File: src/rtl/controle_jogo.sv
// rtl/controle_jogo.sv - battleship game control: mode FSM, target coordinates, lives, hits and digit-scan counter.
module controle_jogo #(
  parameter int DIV_SCAN = 50000,
  parameter int N_COL    = 5,
  parameter int N_LIN    = 5,
  parameter int VIDA_INI = 5,
  parameter int N_ALVOS  = 6
) (
  input  logic       clk,
  input  logic       reset,
  input  logic       liga,
  input  logic       btn_confirma,
  input  logic       btn_col,
  input  logic       btn_lin,
  input  logic [2:0] sel_mapa,
  input  logic       celula_navio,
  output logic [1:0] contador,
  output logic       ATAQUE,
  output logic       PREPARACAO,
  output logic       DESLIGADO,
  output logic [2:0] coordColuna,
  output logic [2:0] coordLinha,
  output logic [2:0] mapa,
  output logic [2:0] vida,
  output logic       vitoria,
  output logic       derrota
);

  localparam int NCEL = N_COL * N_LIN;
  localparam int IW   = (NCEL > 1) ? $clog2(NCEL) : 1;
  localparam int HW   = $clog2(N_ALVOS + 1);
  localparam int PW   = (DIV_SCAN > 1) ? $clog2(DIV_SCAN) : 1;

  typedef enum logic [1:0] {S_DESL, S_PREP, S_ATQ, S_FIM} estado_t;

  estado_t         state;
  estado_t         state_next;
  logic [PW-1:0]   presc;
  logic [NCEL-1:0] bitmap;
  logic [HW-1:0]   hits;
  logic [IW-1:0]   idx;
  logic            tiro;
  logic            fim_vit;
  logic            fim_der;

  // A shot only counts on a cell not yet in the bitmap; it uses the pre-move coordinates.
  assign idx     = IW'(coordLinha) * IW'(N_COL) + IW'(coordColuna);
  assign tiro    = (state == S_ATQ) && btn_confirma && !bitmap[idx];
  assign fim_vit = tiro && celula_navio && (hits == HW'(N_ALVOS - 1));
  assign fim_der = tiro && !celula_navio && (vida <= 3'd1);

  always_ff @(posedge clk) begin
    if (reset) state <= S_DESL;
    else       state <= state_next;
  end

  always_comb begin
    state_next = state;
    if (!liga) begin
      state_next = S_DESL;
    end else begin
      case (state)
        S_DESL: state_next = S_PREP;
        S_PREP: if (btn_confirma) state_next = S_ATQ;
        S_ATQ:  if (fim_vit || fim_der) state_next = S_FIM;
        default: state_next = state;
      endcase
    end
  end

  always_comb begin
    DESLIGADO  = 1'b0;
    PREPARACAO = 1'b0;
    ATAQUE     = 1'b0;
    case (state)
      S_DESL:  DESLIGADO  = 1'b1;
      S_PREP:  PREPARACAO = 1'b1;
      default: ATAQUE     = 1'b1;
    endcase
  end

  // Digit scan keeps running regardless of the game state.
  always_ff @(posedge clk) begin
    if (reset) begin
      presc    <= '0;
      contador <= 2'd0;
    end else if (presc == PW'(DIV_SCAN - 1)) begin
      presc    <= '0;
      contador <= contador + 2'd1;
    end else begin
      presc <= presc + PW'(1);
    end
  end

  always_ff @(posedge clk) begin
    if (reset) begin
      coordColuna <= 3'd0;
      coordLinha  <= 3'd0;
      mapa        <= 3'd0;
      vida        <= 3'd0;
      vitoria     <= 1'b0;
      derrota     <= 1'b0;
      bitmap      <= '0;
      hits        <= '0;
    end else if (!liga) begin
      coordColuna <= 3'd0;
      coordLinha  <= 3'd0;
      vida        <= 3'd0;
      vitoria     <= 1'b0;
      derrota     <= 1'b0;
      bitmap      <= '0;
      hits        <= '0;
    end else begin
      case (state)
        S_PREP: begin
          mapa <= sel_mapa;
          if (btn_confirma) begin
            vida        <= 3'(VIDA_INI);
            coordColuna <= 3'd0;
            coordLinha  <= 3'd0;
            vitoria     <= 1'b0;
            derrota     <= 1'b0;
            bitmap      <= '0;
            hits        <= '0;
          end
        end
        S_ATQ: begin
          if (tiro) begin
            bitmap[idx] <= 1'b1;
            if (celula_navio) begin
              hits <= hits + HW'(1);
              if (fim_vit) vitoria <= 1'b1;
            end else begin
              if (vida != 3'd0) vida <= vida - 3'd1;
              if (fim_der) derrota <= 1'b1;
            end
          end
          if (btn_col)
            coordColuna <= (coordColuna == 3'(N_COL - 1)) ? 3'd0 : coordColuna + 3'd1;
          if (btn_lin)
            coordLinha <= (coordLinha == 3'(N_LIN - 1)) ? 3'd0 : coordLinha + 3'd1;
        end
        default: ;
      endcase
    end
  end

endmodule

File: config.mk
export PLATFORM = sky130hd
export DESIGN_NAME = controle_jogo
export DESIGN_NICKNAME = d
export VERILOG_FILES = /design/src/rtl/controle_jogo.sv
export SDC_FILE = /design/constraint.sdc
export NUM_CORES = 1
export LEC_CHECK = 0
export ABC_AREA = 1
export CORE_MARGIN = 3
export CORE_UTILIZATION = 31
export DETAILED_ROUTE_END_ITERATION = 8
export PLACE_DENSITY = 0.52
export RECOVER_POWER = 100
export SYNTH_ARGS = -nofsm -noshare
export SYNTH_HDL_FRONTEND = slang
export SYNTH_SLANG_ARGS = --single-unit
File: constraint.sdc
create_clock -name clk -period 4.5 [get_ports clk]
set_input_delay 0.45 -clock clk [delete_from_list [all_inputs] [get_ports clk]]
set_output_delay 0.45 -clock clk [all_outputs]
set_load 0.05 [all_outputs]
==> summary.txt, run 1 <==
Detailed routing
  • Final wirelength: about 7.2 mm
  • 1st-pass router iterations: 5
  • Drt wl/cell: 11.06 um
  • DR vias/cell: ~4.5
  • Starting DRT DRC Count: 136
  • Post-route DRC: 0
  • Vias: 2,940
  • Antenna-violating nets left: 0

CTS
  • Root Buffer: clkbuf_8
  • Post CTS Setup Buffer Count: 0
  • CTS max path bufs: 2
  • TritonCTS clock tree: yes
  • CTS clk-pin slew, worst paths: 80 ps
  • Cts hold-fix bufs: 0
  • CTS resizes: 0
  • Clk_lat worst skew: roughly 350 ps
  • H-tree levels: 3
  • Sink Count: 62
  • CTS buffer count: 9

Place
  • Placed Cells: 632
  • Buffers on Ports: 28
  • Routability cong.: 0.8769
  • DP HPWL: 5.397 mm

Floorplan
  • Die footprint: 12,170 um^2
  • Row count: 37
  • Core area: 10,460 um^2
  • Die Ht: approximately 110 um
  • Die width: approximately 110 um
  • Initial cell density of the core: 0.3224
  • Io pins: 29

Global route
  • Initial antenna violation count: 0
  • Largest net degree at the start of global routing: 28
  • Vias in the first global route: around 2,700
  • Global-route wire length before repair: roughly 12 mm
  • GR Util All Layers: 0.1299
  • GR Overflow Total: 0

Final layout
  • Multi-input combinational cell area: 1705 um^2
  • N_diodes: 0
  • Fin cells: 648
  • Share of layout cells above drive strength 1: 0.06445
  • Most frequent cells in the layout: nand2_1 (119), inv_1 (76), dfxtp_1 (62)
  • Area added between synthesis and finish: 16.99%
  • Final #Nets: 541
  • Storage element area: 1241 um^2
  • Number of fill cells: 1,149
  • Final Core Density: 0.3772
  • Commonest non-fill, non-tap cell in the layout: nand2_1

Timing
  • Final Max Tran Viols: 0
  • Hold Vio Cnt, Final: 0
  • Setup TNS: 0 ps
  • Fmax achieved: 302.9 MHz
  • Worst slew margin: 0.6009
  • Final Setup Violations: 0
  • RSZ-0062 raised after global routing: false
  • Measured slew at the worst slew-check pin: 598.7 ps
  • Crit path time final: 3302 ps
  • Fin crit share: 0.7338
  • Clock skew: 8.699 ps

Synthesis
  • Predominant post-synthesis flop cell: dfxtp_1
  • Mapped Nets: 509
  • Synthesized flop and latch total: 62
  • Syn Std Cell Area: roughly 3400 um^2
  • Mapped Avg Cell Area: 7.102 um^2
  • Synth cell types: 36
  • Post-synthesis sequential area ratio: 0.3680
  • EDFF count, synth: 0
  • Gate Count Post-Synth: 475
  • Synth area leaders: dfxtp_1 (37%), nand2_1 (13%), ha_1 (8.5%)
  • Post-synth top area share: 0.3680
  • Post-synth top area cell: dfxtp_1
  • Warnings, synthesis: 0
  • Async S/R FF share, synth: 0

Critical path
  • CP Launch Point: coordLinha[0]
  • Worst Path Required: 4780 ps
  • Critical path type: flip-flop to flip-flop
  • Reg2reg end: bitmap[6]
  • CP Launch Type: flip-flop
  • Reg2reg setup slack: 1200 ps
  • Critical Path Sink Type: flip-flop
  • Reg2Reg Depth: 15
  • Critical Path Fanout Max: 8
  • CP arrival: about 3600 ps
  • Worst reg2reg startpoint: coordLinha[0]

Worst hold path
  • Hold_sp: presc[0]
  • Hold Crit Endpoint: presc[0]
  • Hold depth: 1
  • Worst min-delay path class: flip-flop to flip-flop

Pwr
  • PwrDens: approximately 350 nW/um^2
  • Tot Pwr: 1.375 mW
  • Leakage: around 1.6 nW
  • Maximum vdd drop: 0.0001769 V

Status
  • Status: completed

Flow run
  • Max cap viols: 0
==> metal layers <==
metal,GRT usage,share of wire
met4,0.03518,0.013
met1,0.1721,0.51
met2,0.1989,0.44
met5,0,0
met3,0.04834,0.042
==> synth_stat cells, types with 3 or more instances <==
master	number
nand2_1	116
inv_1	76
dfxtp_1	62
nor2_1	50
a21oi_1	37
ha_1	23
nand3_1	18
o21ai_0	16
a21oi_2	11
nor3_1	10
nand4_1	6
nor2_4	5
xor2_1	5
nand2_2	4
nor3b_1	4
buf_2	3
inv_2	3
==> critical path, cell delays in order, from the launching register on <==
cell     delay, ps
dfxtp_1        450
ha_1           270
ha_1           320
fa_1           690
inv_1          160
nand2_1        100
nand2_1         50
nand2_1         80
nand2_1         50
nor2_1         120
nand2_1        110
nand2_1         90
nand2_1        110
nor2_1         350
nand2_1        140
a21oi_2        130
==> power by group <==
group	switching [mW]	total, mW	internal (mW)
Sequential	0.00993	0.570	0.560
Combinational	0.142	0.201	0.0590
Clock	0.234	0.604	0.370
Total	0.386	1.38	0.989
==> worst max path at each step <==
stage | to | cells after the start
6_report | bitmap[6] | 15
5_1_grt | bitmap[11] | 15
4_1_cts | bitmap[7] | 15
3_5_place_dp | bitmap[11] | 15
3_3_place_gp | bitmap[12] | 15
2_1_floorplan | bitmap[12] | 16
==> per-stage QoR <==
step	setup slack, ps	hold slack [ps]	area (um^2)
finish	1198	452.1	3946
global route	816.8	471.5	3946
CTS	1478	454.1	4024
detailed placement	1506	443.0	3779
global placement	1590	434.2	3779
floorplan	1442	417.5	3373
==> flip-flops by register name, indices dropped and copies added, names as in the netlist <==
signal       flops
vida             3
bitmap          25
mapa             3
vitoria          1
presc           16
contador         2
hits             3
coordColuna      3
state            2
coordLinha       3
derrota          1
==> final cells by class <==
cell class                      count  area share
Timing Repair Buffer               29     0.07292
Clock inverter                      7     0.03075
Clock buffer                        9     0.03139
Inverter                           79     0.07514
Tap cell                          136     0.04312
Sequential cell                    62      0.3145
Multi-Input combinational cell    326      0.4322
==> cells by family (layout without fill, tap and decap cells) <==
logic type	after synthesis	after routing	synth area share
buffers and inverters	87	124	0.1046
xor gates and xnor gates	6	6	0.01558
DFF	62	62	0.3680
and+or+nand+nor	221	221	0.2886
AOI/OAI and AO/OA	75	75	0.1320
adders and majority gates	24	24	0.09125
No activity file was read; power rests on OpenSTA's default activity.
==> inputs of run 2 (changes only) <==
--- a/config.mk
+++ b/config.mk
@@ -9,7 +9,7 @@
 export CORE_MARGIN = 3
 export CORE_UTILIZATION = 31
 export DETAILED_ROUTE_END_ITERATION = 8
-export PLACE_DENSITY = 0.52
+export PLACE_DENSITY = 0.54
 export RECOVER_POWER = 100
 export SYNTH_ARGS = -nofsm -noshare
 export SYNTH_HDL_FRONTEND = slang
==> constraint.sdc (replaced) <==
create_clock -name clk -period 2.9 [get_ports clk]
set_input_delay 0.29 -clock clk [delete_from_list [all_inputs] [get_ports clk]]
set_output_delay 0.29 -clock clk [all_outputs]
set_load 0.05 [all_outputs]
==> run 2 against run 1 <==
Combinational power up 73%. Sequential cell count unchanged. Non-clock buffer count up 8. Worst setup slack worse by 1000 ps. Worst hold slack worse by 6.1 ps. Clock power up 22%. Fmax up 22%. Final cell count up 1.1%. Register-to-register slack worse by 1000 ps. Clock-buffer cell count up 2. Total power up 43%. Sequential power up 55%. Largest cell class unchanged. Largest power group is now sequential cells. Highest routed layer unchanged.
==> summary.txt, run 2 (same netlist as run 1, synthesis figures left out) <==
CTS
  • CTS max path bufs: 2
  • Root Buffer: clkbuf_8
  • H-tree levels: 3
  • Clk_lat worst skew: 340 ps
  • Cts hold-fix bufs: 0
  • CTS buffer count: 9
  • TritonCTS clock tree: yes
  • Sink Count: just over 60
  • CTS clk-pin slew, worst paths: 70 ps

Worst hold path
  • Hold_sp: presc[0]
  • Hold depth: 1
  • Worst min-delay path class: flip-flop to flip-flop

Place
  • DP HPWL: 5.502 mm
  • Routability cong.: 0.8808
  • Buffers on Ports: 28

Timing
  • Fin crit share: 0.9351
  • Setup TNS: 0 ps
  • Final Setup Violations: 0
  • Worst slew margin: 0.6405
  • Hold Vio Cnt, Final: 0
  • Clock skew: between 5 and 6 ps
  • Measured slew at the worst slew-check pin: 539.2 ps
  • Final Max Tran Viols: 0
  • Crit path time final: 2712 ps
  • Fmax achieved: approximately 370 MHz

Global route
  • Initial antenna violation count: 0
  • GR Util All Layers: 0.1269
  • Largest net degree at the start of global routing: 14
  • GR Overflow Total: 0
  • Global-route wire length before repair: ~12 mm
  • Vias in the first global route: 2,674

Critical path
  • Critical Path Fanout Max: 6
  • Worst Path Required: roughly 3200 ps
  • CP arrival: 2990 ps
  • CP Launch Type: flip-flop
  • Reg2Reg Depth: 15
  • Reg2reg setup slack: between 150 and 200 ps
  • Critical path type: flip-flop to flip-flop
  • Worst reg2reg startpoint: coordLinha[0]
  • CP Launch Point: coordLinha[0]
  • Critical Path Sink Type: flip-flop

Status
  • Status: completed

Detailed routing
  • Drt wl/cell: around 11 um
  • Starting DRT DRC Count: 89
  • Vias: 2,944
  • Post-route DRC: 0
  • DR vias/cell: 4.495
  • 1st-pass router iterations: 4
  • Final wirelength: between 7 and 8 mm
  • Antenna-violating nets left: 0

Final layout
  • Final #Nets: roughly 550
  • Area added between synthesis and finish: 20.44%
  • N_diodes: 0
  • Commonest non-fill, non-tap cell in the layout: nand2_1
  • Biggest regs: bitmap (25), presc (16)
  • Number of fill cells: ~1,200
  • Biggest register: bitmap
  • Most frequent cells in the layout: nand2_1 (115), inv_1 (75), dfxtp_1 (60)
  • Share of layout cells above drive strength 1: 0.1175
  • Max FFs per register: 25

Floorplan
  • Core area: 10,460 um^2
  • Initial cell density of the core: 0.3224
  • Row count: 37
  • Die footprint: 12,170 um^2
  • Die Ht: 110.3 um
  • Die width: 110.3 um
  • Io pins: 29

Pwr
  • PwrDens: 484.4 nW/um^2
  • Leakage: 1.658 nW
  • Tot Pwr: 1.968 mW
  • Maximum vdd drop: 0.0002721 V

Flow run
  • Max cap viols: 0
-- run 2: stage by stage --
step | util | hold slack [ps] | setup slack (ps) | area, um^2 | cells
after global placement | 0.3671 | 435.0 | 177.1 | 3841 | 640
final | 0.3883 | 446.0 | 188.4 | 4063 | 655
after detailed placement | 0.3671 | 437.0 | 134.8 | 3841 | 640
after floorplan | - | 417.5 | 24.72 | 3376 | 475
after CTS | 0.3852 | 450.4 | 100.5 | 4030 | 655
after global routing | 0.3883 | 462.2 | -15.20 | 4063 | 655
-- run 2: power breakdown --
part | internal, mW | leakage [nW] | total [mW] | switching (mW)
logic | 0.109 | 1.06 | 0.347 | 0.238
registers | 0.869 | 0.502 | 0.884 | 0.0144
clock network | 0.413 | 0.0952 | 0.738 | 0.325
total | 1.39 | 1.66 | 1.97 | 0.578
-- run 2: path summary, 6_finish.rpt --
| path | endpoint |
|---|---|
| setup reg to reg | bitmap[14] |
| hold / removal | presc[0] |
| hold reg to reg | presc[0] |
| setup / recovery | bitmap[14] |
-- run 2: final cells by class --
cell class / instances / area, um^2 / share of cell area
clock buffers: 11 / 141.4 / 0.03480
flip-flops and latches: 62 / 1244 / 0.3061
well taps: 136 / 170.2 / 0.04188
clock inverters: 4 / 47.55 / 0.01170
multi-input cells: 326 / 1819 / 0.4478
repair buffers: 37 / 344.1 / 0.08469
inverters: 79 / 296.5 / 0.07299
-- run 2: critical path: stages (launching register included) --
cell     delay [ps]
dfxtp_2         360
ha_1            330
ha_4            290
fa_2            460
buf_4           170
nand2_1          60
nand2_1          50
nand2_1          70
nand2_1          80
nor2_4          100
nand2_2          90
nand2_4          80
nand2_4          90
nor2_4          200
nand2_1          90
a21oi_2         120
-- run 2: what timing repair did --
item                       in CTS  in global routing
setup endpoints to repair       0                 26
buffers inserted                0                  0
gates resized for setup         0                  8
hold endpoints to repair        0                  0
-- run 2: layer usage --
metal  global-route usage  wire length, um  vias to the layer above
met3              0.03960              321                       12
met4              0.06332              153                        0
met5                    0                0                        -
li1                     -                -                     1580
met2               0.1967             3190                       43
met1               0.1591             3520                     1309
